`src/rtl/ddr3_b0_wr_burst.sv`:
```
// Bank0 DDR3 write stage: stages 128-bit pixel words into the write-data FIFO and issues one write command per burst.
// Latency: data strobe 1 cycle after the input handshake; command strobe at least 1 cycle after the burst's last data strobe.
// Backpressure: in_ready low outside FILL or while the data FIFO is full; commands hold while the command FIFO is full.
module ddr3_b0_wr_burst #(
   parameter int          BURST_LEN    = 64,
   parameter logic [27:0] BASE_ADDR    = 28'h0,
   parameter int          FRAME_BURSTS = 1536,
   parameter int          BEAT_BYTES   = 16
) (
   input  logic         sclk,
   input  logic         rst,
   input  logic         ddr3_init_complete,
   input  logic         enable,
   input  logic         frame_start,
   input  logic         in_valid,
   input  logic [127:0] in_data,
   output logic         in_ready,
   output logic         b0_wr_cmd_clk,
   output logic         b0_wr_cmd_en,
   output logic [5:0]   b0_wr_cmd_bl,
   output logic [27:0]  b0_wr_cmd_byte_addr,
   input  logic         b0_wr_cmd_empty,
   input  logic         b0_wr_cmd_full,
   output logic         b0_wr_data_clk,
   output logic         b0_wr_data_en,
   output logic [127:0] b0_wr_data_data,
   output logic [15:0]  b0_wr_data_mask,
   input  logic         b0_wr_data_full,
   input  logic         b0_wr_data_empty,
   input  logic [6:0]   b0_wr_data_count,
   output logic         frame_done,
   output logic         busy
);

   localparam int             BCW         = (FRAME_BURSTS > 1) ? $clog2(FRAME_BURSTS) : 1;
   localparam logic [27:0]    ADDR_STRIDE = 28'(BURST_LEN * BEAT_BYTES);
   localparam logic [6:0]     LAST_BEAT   = 7'(BURST_LEN - 1);
   localparam logic [BCW-1:0] LAST_BURST  = BCW'(FRAME_BURSTS - 1);

   typedef enum logic [1:0] {
      S_IDLE  = 2'd0,
      S_FILL  = 2'd1,
      S_CMD   = 2'd2,
      S_DRAIN = 2'd3
   } state_t;

   state_t         r_state;
   state_t         w_state_nxt;
   logic [6:0]     r_beat_cnt;
   logic [BCW-1:0] r_burst_cnt;
   logic [27:0]    r_addr;
   logic           r_cmd_en;
   logic           r_data_en;
   logic [127:0]   r_data;
   logic           r_frame_done;
   logic           r_pending;

   logic           w_in_ready;
   logic           w_issue;
   logic           w_hs;
   logic           w_last_beat;
   logic           w_fs_now;
   logic           w_fs_defer;
   logic           w_unused;

   // Status inputs kept on the port list for the controller interface but not needed here.
   assign w_unused = ^{b0_wr_cmd_empty, b0_wr_data_count};

   assign w_hs        = in_valid & w_in_ready;
   assign w_last_beat = (r_beat_cnt == LAST_BEAT);

   // A restart between bursts takes effect at once; one arriving inside a burst waits for that burst's command.
   assign w_fs_now   = frame_start & ((r_state == S_IDLE) || (r_state == S_DRAIN) ||
                                      ((r_state == S_FILL) && (r_beat_cnt == 7'd0)));
   assign w_fs_defer = frame_start & ~w_fs_now;

   assign in_ready            = w_in_ready;
   assign b0_wr_cmd_clk       = sclk;
   assign b0_wr_data_clk      = sclk;
   assign b0_wr_cmd_en        = r_cmd_en;
   assign b0_wr_cmd_bl        = 6'(BURST_LEN - 1);
   assign b0_wr_cmd_byte_addr = r_addr;
   assign b0_wr_data_en       = r_data_en;
   assign b0_wr_data_data     = r_data;
   assign b0_wr_data_mask     = 16'h0000;
   assign frame_done          = r_frame_done;
   assign busy                = (r_state != S_IDLE);

   // State register.
   always_ff @(posedge sclk) begin
      if (rst) begin
         r_state <= S_IDLE;
      end else begin
         r_state <= w_state_nxt;
      end
   end

   // Next-state, input acceptance and command-issue decisions.
   always_comb begin
      w_state_nxt = r_state;
      w_in_ready  = 1'b0;
      w_issue     = 1'b0;
      case (r_state)
         S_IDLE: begin
            if (ddr3_init_complete && enable) begin
               w_state_nxt = S_FILL;
            end
         end
         S_FILL: begin
            w_in_ready = ~b0_wr_data_full;
            if (in_valid && !b0_wr_data_full && w_last_beat) begin
               w_state_nxt = S_CMD;
            end
         end
         S_CMD: begin
            if (!b0_wr_cmd_full) begin
               w_issue     = 1'b1;
               w_state_nxt = S_DRAIN;
            end
         end
         S_DRAIN: begin
            // Hold off the next burst until the controller has taken every word of this one.
            if (b0_wr_data_empty) begin
               w_state_nxt = (enable && ddr3_init_complete) ? S_FILL : S_IDLE;
            end
         end
         default: begin
            w_state_nxt = S_IDLE;
         end
      endcase
   end

   // Beat counter and the one-cycle data pipeline into the write-data FIFO.
   always_ff @(posedge sclk) begin
      if (rst) begin
         r_beat_cnt <= 7'd0;
         r_data_en  <= 1'b0;
         r_data     <= 128'd0;
      end else begin
         r_data_en <= w_hs;
         if (w_hs) begin
            r_data     <= in_data;
            r_beat_cnt <= w_last_beat ? 7'd0 : (r_beat_cnt + 7'd1);
         end
      end
   end

   // Command strobe: a single registered pulse leaving CMD, so it trails the last data strobe.
   always_ff @(posedge sclk) begin
      if (rst) begin
         r_cmd_en <= 1'b0;
      end else begin
         r_cmd_en <= w_issue;
      end
   end

   // Frame address, burst count, deferred restart and end-of-frame pulse.
   always_ff @(posedge sclk) begin
      if (rst) begin
         r_addr       <= BASE_ADDR;
         r_burst_cnt  <= '0;
         r_pending    <= 1'b0;
         r_frame_done <= 1'b0;
      end else begin
         r_frame_done <= 1'b0;
         if (r_cmd_en) begin
            // The strobe cycle: the address shown with it is consumed, so move to the next burst.
            r_pending <= 1'b0;
            if (r_pending || frame_start) begin
               r_addr      <= BASE_ADDR;
               r_burst_cnt <= '0;
            end else if (r_burst_cnt == LAST_BURST) begin
               r_addr       <= BASE_ADDR;
               r_burst_cnt  <= '0;
               r_frame_done <= 1'b1;
            end else begin
               r_addr      <= r_addr + ADDR_STRIDE;
               r_burst_cnt <= r_burst_cnt + 1'b1;
            end
         end else if (w_fs_now) begin
            r_addr      <= BASE_ADDR;
            r_burst_cnt <= '0;
         end else if (w_fs_defer) begin
            r_pending <= 1'b1;
         end
      end
   end

endmodule

```
`config.mk`:
```
export PLATFORM = sky130hd
export DESIGN_NAME = ddr3_b0_wr_burst
export DESIGN_NICKNAME = d
export VERILOG_FILES = /design/src/rtl/ddr3_b0_wr_burst.sv
export SDC_FILE = /design/constraint.sdc
export NUM_CORES = 1
export LEC_CHECK = 0
export BUFFER_PORTS_ARGS = -buffer_cell sky130_fd_sc_hd__buf_2
export CORE_AREA = 4 4 128 130
export CTS_BUF_LIST = sky130_fd_sc_hd__clkbuf_8
export DETAILED_ROUTE_END_ITERATION = 10
export DIE_AREA = 0 0 132 134
export MAX_ROUTING_LAYER = met4
export PLACE_DENSITY = 0.87
export SLEW_MARGIN = 40
export SYNTH_ARGS = -nofsm -noshare
export SYNTH_HDL_FRONTEND = slang
export SYNTH_SLANG_ARGS = --single-unit
```
`constraint.sdc`:
```
create_clock -name sclk -period 6.2 [get_ports sclk]
set_input_delay 0 -clock sclk [delete_from_list [all_inputs] [get_ports sclk]]
set_output_delay 0 -clock sclk [all_outputs]
set_load 0.02 [all_outputs]
```
Word-level counts from Yosys, hierarchy flattened
Cells that the tools add are included.

storage, ports and cells
  register bits after elaboration = 180
  word-level logic and storage cells = 63
  input bits = 145
  output and inout bits = 185

cells by class
  reductions and logical operators = 17
  muxes and demuxes = 18
  add/subtract/negate cells = 3
  equality and inequality tests = 9
  bitwise operators = 7

operators with widths
  cell                      count
  $mux W28                  4
  $mux W11                  4
  $add A28 B11 Y28 const B  1
  $add A11 B1 Y11 const B   1
  $eq A11 B11 Y1 const B    1
  $mux W2                   4
  $pmux W2 S4               1
  $add A7 B1 Y7 const B     1
  $eq A7 B6 Y1 const B      1
  $logic_not A7 Y1          1
  $mux W7                   1
  $eq A2 B2 Y1 const B      2
  $logic_and A1 B1 Y1       4
  $mux W1                   4
  $ne A2 B1 Y1 const B      2
  $ne A2 B2 Y1 const B      2
  $not A1 Y1                4
  $reduce_and A4 Y1         1
  $reduce_bool A2 Y1        2
  $reduce_or A2 Y1          2
  $and A1 B1 Y1             3
  $logic_or A1 B1 Y1        3
  $reduce_or A3 Y1          1
  $eq A2 B1 Y1 const B      1
  other kinds (3)           3

Depth between registers and ports, before layout
Gate-level depths: netlist of the first run.

  depth after elaboration = 7
  depth in mapped cells = 8
  mapped depth without buffers = 6

==> results of run 1 <==
-- final timing paths --
path	start	end	slack, ns
worst max register to register	r_state[0]	r_state[1]	2.95
worst min-delay path	in_valid	r_beat_cnt[1]	0.16
worst max-delay path	sclk	b0_wr_cmd_clk	2.71
worst min register to register	b0_wr_data_data[13]	b0_wr_data_data[13]	0.46
-- cells in the mapped netlist, types with 2 or more instances --
| library cell | n | area, sq um |
|---|---|---|
| and4_1 | 7 | 61.31 |
| or4_1 | 11 | 82.58 |
| a31oi_1 | 3 | 18.77 |
| nor2b_1 | 3 | 18.77 |
| buf_2 | 3 | 15.01 |
| or2_2 | 2 | 12.51 |
| o211ai_1 | 3 | 22.52 |
| ha_1 | 8 | 100.1 |
| and2_1 | 4 | 25.02 |
| a211oi_1 | 3 | 22.52 |
| or3_1 | 6 | 37.54 |
| nor4_1 | 4 | 25.02 |
| nand2b_1 | 2 | 12.51 |
| buf_1 | 6 | 22.52 |
| nand3_1 | 11 | 55.05 |
| nor3_1 | 4 | 20.02 |
| clkbuf_1 | 46 | 172.7 |
| buf_4 | 34 | 255.2 |
| nor3b_1 | 2 | 15.01 |
| xnor2_1 | 2 | 17.52 |
| a21oi_1 | 153 | 765.7 |
| o31ai_1 | 10 | 75.07 |
| nand4_1 | 7 | 43.79 |
| xor2_1 | 3 | 26.28 |
| dfxtp_1 | 170 | 3403 |
| nand2_1 | 282 | 1059 |
| inv_1 | 11 | 41.29 |
| o21ai_0 | 11 | 55.05 |
| a311oi_1 | 2 | 17.52 |
| a22o_1 | 2 | 17.52 |
| nor2_1 | 8 | 30.03 |
| conb_1 | 2 | 7.510 |
| o41ai_1 | 2 | 17.52 |
-- kinds of logic (layout without fill, tap and decap cells) --
kind of cell,count (synthesis),count (layout)
adder cells (fa/ha/maj),8,8
AND/OR/NAND/NOR,360,360
AO/OA/AOI/OAI,198,198
buffers and inverters,100,483
flip-flops,170,170
XOR/XNOR,5,5
other,2,34
-- area by class of cell --
type	count	area, sq um	area share, %
inverter	11	41.29	0.4125
tap	188	235.2	2.350
antenna	2	5.005	0.05000
clock inverter	14	157.7	1.575
clock buffer	23	299.0	2.988
multi-input combinational	603	2965	29.62
sequential	170	3403	34.00
timing repair buffer	435	2903	29.00
-- layer usage --
metal  wire [um]  vias up  share of wire, %  GRT usage (%)
li1            -     3567                 -              -
met1        9204     3552                37          29.73
met2       12180      459                50          45.41
met3        2199       94               8.9          9.002
met4         999        0               4.1          14.12
met5           0        -                 0              -
-- power breakdown --
group | internal (W) | leakage, nW | switching, W | total [W]
Sequential | 0.00116 | 1.37 | 0.0000397 | 0.00120
Combinational | 0.000239 | 2.72 | 0.000393 | 0.000632
Clock | 0.000457 | 0.242 | 0.000444 | 0.000901
-- placed cells by master (no fill, tap or decap), types with 8 or more instances in the layout --
cell | netlist | layout
inv_1 | 11 | 14
dfxtp_1 | 170 | 170
or4_1 | 11 | 11
nor2_1 | 8 | 8
dlygate4sd3_1 | 0 | 141
conb_1 | 2 | 32
a21oi_1 | 153 | 153
ha_1 | 8 | 8
o21ai_0 | 11 | 11
nand3_1 | 11 | 11
clkbuf_8 | 0 | 21
buf_4 | 34 | 8
nand2_1 | 282 | 282
o31ai_1 | 10 | 10
buf_2 | 3 | 288
-- sequential cells by signal, indices dropped and copies added (netlist names) --
register             cells
b0_wr_data_data        128
frame_done               1
r_beat_cnt               7
r_state                  2
r_pending                1
b0_wr_data_en            1
b0_wr_cmd_byte_addr     18
r_burst_cnt             11
b0_wr_cmd_en             1
-- worst max-delay path, cell delays in order --
cell and delay (ns):
clkbuf_8 0.12, clkbuf_8 0.12, buf_2 0.15
-- through the flow --
stage | hold WS [ns] | instance area (sq um) | util (%) | std cells | setup slack [ns]
2_1_floorplan | 0.07615 | 6867 | - | 873 | 2.966
3_3_place_gp | 0.1343 | 8139 | 53.74 | 1267 | 2.965
3_5_place_dp | 0.1343 | 8139 | 53.74 | 1267 | 2.965
4_1_cts | 0.1349 | 9997 | 66.01 | 1443 | 2.712
5_1_grt | 0.1637 | 10010 | 66.07 | 1445 | 2.698
6_report | 0.1561 | 10010 | 66.09 | 1446 | 2.707
==> metrics.cfg, run 1 <==
[global_routing]
track_usage_pct = 27.50
grt_pass1_wl_um = 38340
grt_pass1_vias = 7524
grt-ovfl-total = 0
antenna_found_initial = 1
grt_max_degree = 78

[pwr]
powerDensity_mw_per_mm2 = 272.6
p_leak_nw = 4.332
finalPower_w = 0.002728
ir_drop_uv = 194.5

[floorplanning]
ioPinCount = 330
placementRows = 45
design.core.area_sq_mm = 0.01515
die_w_um = 132
die_h_um = 134
die_area_sq_mm = 0.01769
initial_core_util_pct = 44.59

[routing]
vias_per_cell = 5.306
route.detailed.drc = 0
vias = 7672
routedWlPerCell_um = 17.00
ant_nets = 0
drt-initial-drc-count = 523
firstDrtPassIters = 5
routed_wl_um = 24580

[synthesis]
ys_ff_latch = 170
syn_avg_cell_area_sq_um = 8.012
synthXorXnorAreaFrac_pct = 0.6484
yosysUniqueCellTypes = 49
yosys.area_share.simple_pct = 23.45
synth_mux_area_share_pct = 0
synth-seq-area-share_pct = 50.39
synth_compound_area_share_pct = 16.41
synth_top_family_by_area = simple AND/OR/NAND/NOR gates
synthArstFlopShare_pct = 0
netlist_area_sq_mm = 0.006754
synth_cells = 843
dominantRegCellSynth = dfxtp_1
yosys.area_share.adder_pct = 1.482
synth-edff-count = 0
yosysWarnings = 0

[clocking]
worstSkewPairLatency_ns = 0.56
cts.repair.resized = 0
clkSlewWorstSetupHoldPaths_ns = 0.08
cts_setup_buffers = 0
cts_tree = built
cts_hold_buf = 141

[critical_path]
cp.required_ns = 6.20
start_kind = clock port
crit_type = clock port to output pin
cp_max_fo = 2
reg2reg_depth = 8
critical_path_arrival_ns = 3.49
endpoint_kind = output pin

[sta]
worstMarginPinSlew_ns = 0.8163
clock_skew_ns = 0.01158
drv_slew = 0
fin_tns_setup_ns = 0
rsz0062_at_grt = no
finalSetupViolCount = 0
hold_violations = 0
max_slew_margin_pct = 45.58

[layout]
syn2layout_area_growth_pct = 48.20
layout.nets = 1397
layout-drive-gt1-share_pct = 26.83
n_fill_cell = 1068

[min_path]
hold_path_depth = 4
hp-class = primary input to flop

[outcome]
status = finished, final reports clean

[placement]
hpwl_um = 13120
place.gp.congestion = 0.8673
portBuffers = 289

[run]
maxCapViolations = 0

Power figures use the tool's default switching activity.
==> run 2: changes to the inputs <==
clock period = 3.25 ns   (was 6.2 ns; I/O delays follow)
==> metrics.cfg, run 2 (synthesis results as in run 1) <==
[outcome]
status = finished with violations
violations = negative hold slack

[critical_path]
r2r-start = r_beat_cnt[0]
crit_path_cell_trace = ha_1 -> nand4_1 -> o41ai_1 -> nand3_1 -> dlygate4sd3_1 -> a21oi_1 -> dlygate4sd3_1
critical_path_arrival_ns = 3.30  ; -0.19 ns
crit_path_frequent_cell = dlygate4sd3_1
crit_family = buffers and inverters
cp_slowest_cell = dlygate4sd3_1
crit_cells = 7  ; +4
reg2reg_to = r_state[1]
endpoint_kind = flop
cpPeakStageDelay_ns = 0.59  ; +0.44 ns
cp.required_ns = 3.74  ; -2.46 ns
reg2reg_depth = 7  ; -1
crit_type = flop to flop
worst-r2r-setup-slack_ns = 0.44  ; -2.51 ns
start_kind = flop
cp_max_fo = 5  ; +3
crit_buf_inv = 2  ; -1

[global_routing]
use_met2_pct = 46.49  ; +1.1 points
track_usage_pct = 27.20  ; -0.31 points
antenna_found_initial = 2  ; +1
grt_use_met1_pct = 28.71  ; -1.0 points
grt_pass1_vias = 7602  ; +1.0%
grt_busiest_layer = met2
gr-usage-met3_pct = 9.227  ; +0.23 points
grt_max_degree = 78  ; unchanged
grt-ovfl-total = 0  ; unchanged
grt_pass1_wl_um = 37860  ; -1.3%

[sta]
period_minus_slack_ns = 2.806
worstMarginPinSlew_ns = 0.8062  ; -0.01003 ns
drv_slew = 0  ; unchanged
finalSetupViolCount = 0  ; unchanged
rsz0062_at_grt = no
max_slew_margin_pct = 46.25  ; +0.67 points
fmax_mhz = 356.4
fin_tns_setup_ns = 0  ; unchanged
setup_slack_ns = 0.4442  ; -2.263 ns
clock_skew_ns = 0.01145  ; -0.0001314 ns
hold_violations = 1  ; +1
fin_crit_sh_pct = 86.33
hold_ws_ns = -0.009336  ; -0.1655 ns

[clocking]
cts.repair.resized = 0  ; unchanged
worstSkewPairLatency_ns = 0.55  ; about the same
clkSlewWorstSetupHoldPaths_ns = 0.08  ; about the same
cts_tree = built

[layout]
layout.nets = 1399  ; +0.14%
final_common_cell = buf_2
layout-drive-gt1-share_pct = 27.11  ; +0.28 points
multiInputGateArea_sq_mm = 0.002965  ; unchanged
n_fill_cell = 1113  ; +4.2%
syn2layout_area_growth_pct = 48.85
final_cell_mix = 288 x buf_2, 282 x nand2_1, 170 x dfxtp_1, 153 x a21oi_1, 139 x dlygate4sd3_1
utilization_pct = 66.38  ; +0.29 points
largest_reg_flops = 128  ; unchanged
seqCellArea_sq_mm = 0.003403  ; unchanged

[routing]
vias_per_cell = 5.319  ; +0.25%
ant_nets = 0  ; unchanged
route.detailed.drc = 0  ; unchanged
vias = 7702  ; +0.39%
firstDrtPassIters = 5  ; unchanged
routed_wl_um = 24520  ; -0.26%
drt-initial-drc-count = 592  ; +13%
routedWlPerCell_um = 16.93  ; -0.40%

[floorplanning]
die_w_um = 132  ; unchanged
placementRows = 45  ; unchanged
die_h_um = 134  ; unchanged
design.core.area_sq_mm = 0.01515  ; unchanged
die_area_sq_mm = 0.01769  ; unchanged
ioPinCount = 330  ; unchanged
initial_core_util_pct = 44.59  ; unchanged

[placement]
portBuffers = 289  ; unchanged
hpwl_um = 13310  ; +1.5%
detailedPlace.worstSlack_ns = 0.9195  ; -2.045 ns
place.gp.congestion = 0.8683  ; +0.12%

[pwr]
powerDensity_mw_per_mm2 = 521.6  ; +91%
finalPower_w = 0.005244  ; +92%
ir_drop_uv = 581.3  ; +200%
p_leak_nw = 4.338  ; +0.14%

[min_path]
hp-class = primary input to flop
hold_path_end = r_state[0]
hold_path_depth = 4  ; unchanged
worstHoldStart = b0_wr_data_empty

[run]
maxCapViolations = 0  ; unchanged

## run 2: cell count changes in the layout (fill, tap and decap cells not counted), sizes merged
| cell | delta |
|---|---|
| buf | +4 |
| clkbuf | +2 |
| dlygate4sd3 | -2 |
| clkinv | -1 |
| inv | -1 |
## run 2: worst max-delay path by stage
stage                        startpoint                       to  slack, ns
after global placement       r_state[0]  b0_wr_cmd_byte_addr[17]       1.04
final                     r_beat_cnt[0]               r_state[1]       0.44
after floorplan              r_state[0]  b0_wr_cmd_byte_addr[19]       1.31
after CTS                    r_state[0]               r_state[1]       0.13
after detailed placement     r_state[0]  b0_wr_cmd_byte_addr[21]       0.92
after global routing      r_beat_cnt[0]               r_state[1]       0.19
## run 2: metrics by stage
| stage | instance area, sq um | std cells |
|---|---|---|
| 2_1_floorplan | 6867 | 873 |
| 3_3_place_gp | 8182 | 1271 |
| 3_5_place_dp | 8182 | 1271 |
| 4_1_cts | 10050 | 1446 |
| 5_1_grt | 10050 | 1448 |
| 6_report | 10050 | 1448 |
## run 2: worst min-delay path: cells and delay by family
kind	cells	cell delay, ns
compound gates	2	0.34
buf+inv	2	0.15
## run 2: metal layers
| layer | wire length (um) | share of wire [%] |
|---|---|---|
| met3 | 2414 | 9.8 |
| met5 | 0 | 0 |
| met2 | 12270 | 50 |
| met4 | 892 | 3.6 |
| met1 | 8940 | 36 |
## run 2: layout make-up
type	instances	area share, %
Sequential cell	170	33.85
Multi-Input combinational cell	603	29.50
Timing Repair Buffer	437	29.10
Clock buffer	25	3.248
Tap cell	188	2.340
Clock inverter	12	1.506
Inverter	11	0.4107
Antenna cell	2	0.04978
## run 2: power by group
part	internal [W]	switching, W	leakage, nW
Clock	0.000917	0.000841	0.249
Combinational	0.000454	0.000752	2.72
Sequential	0.00220	0.0000765	1.37
## run 2: what timing repair did
item / CTS / global route
endpoints found under the hold margin: 141 / 0
setup endpoints to repair: 0 / 1
setup buffers: 0 / 1
hold buffers: 140 / 0
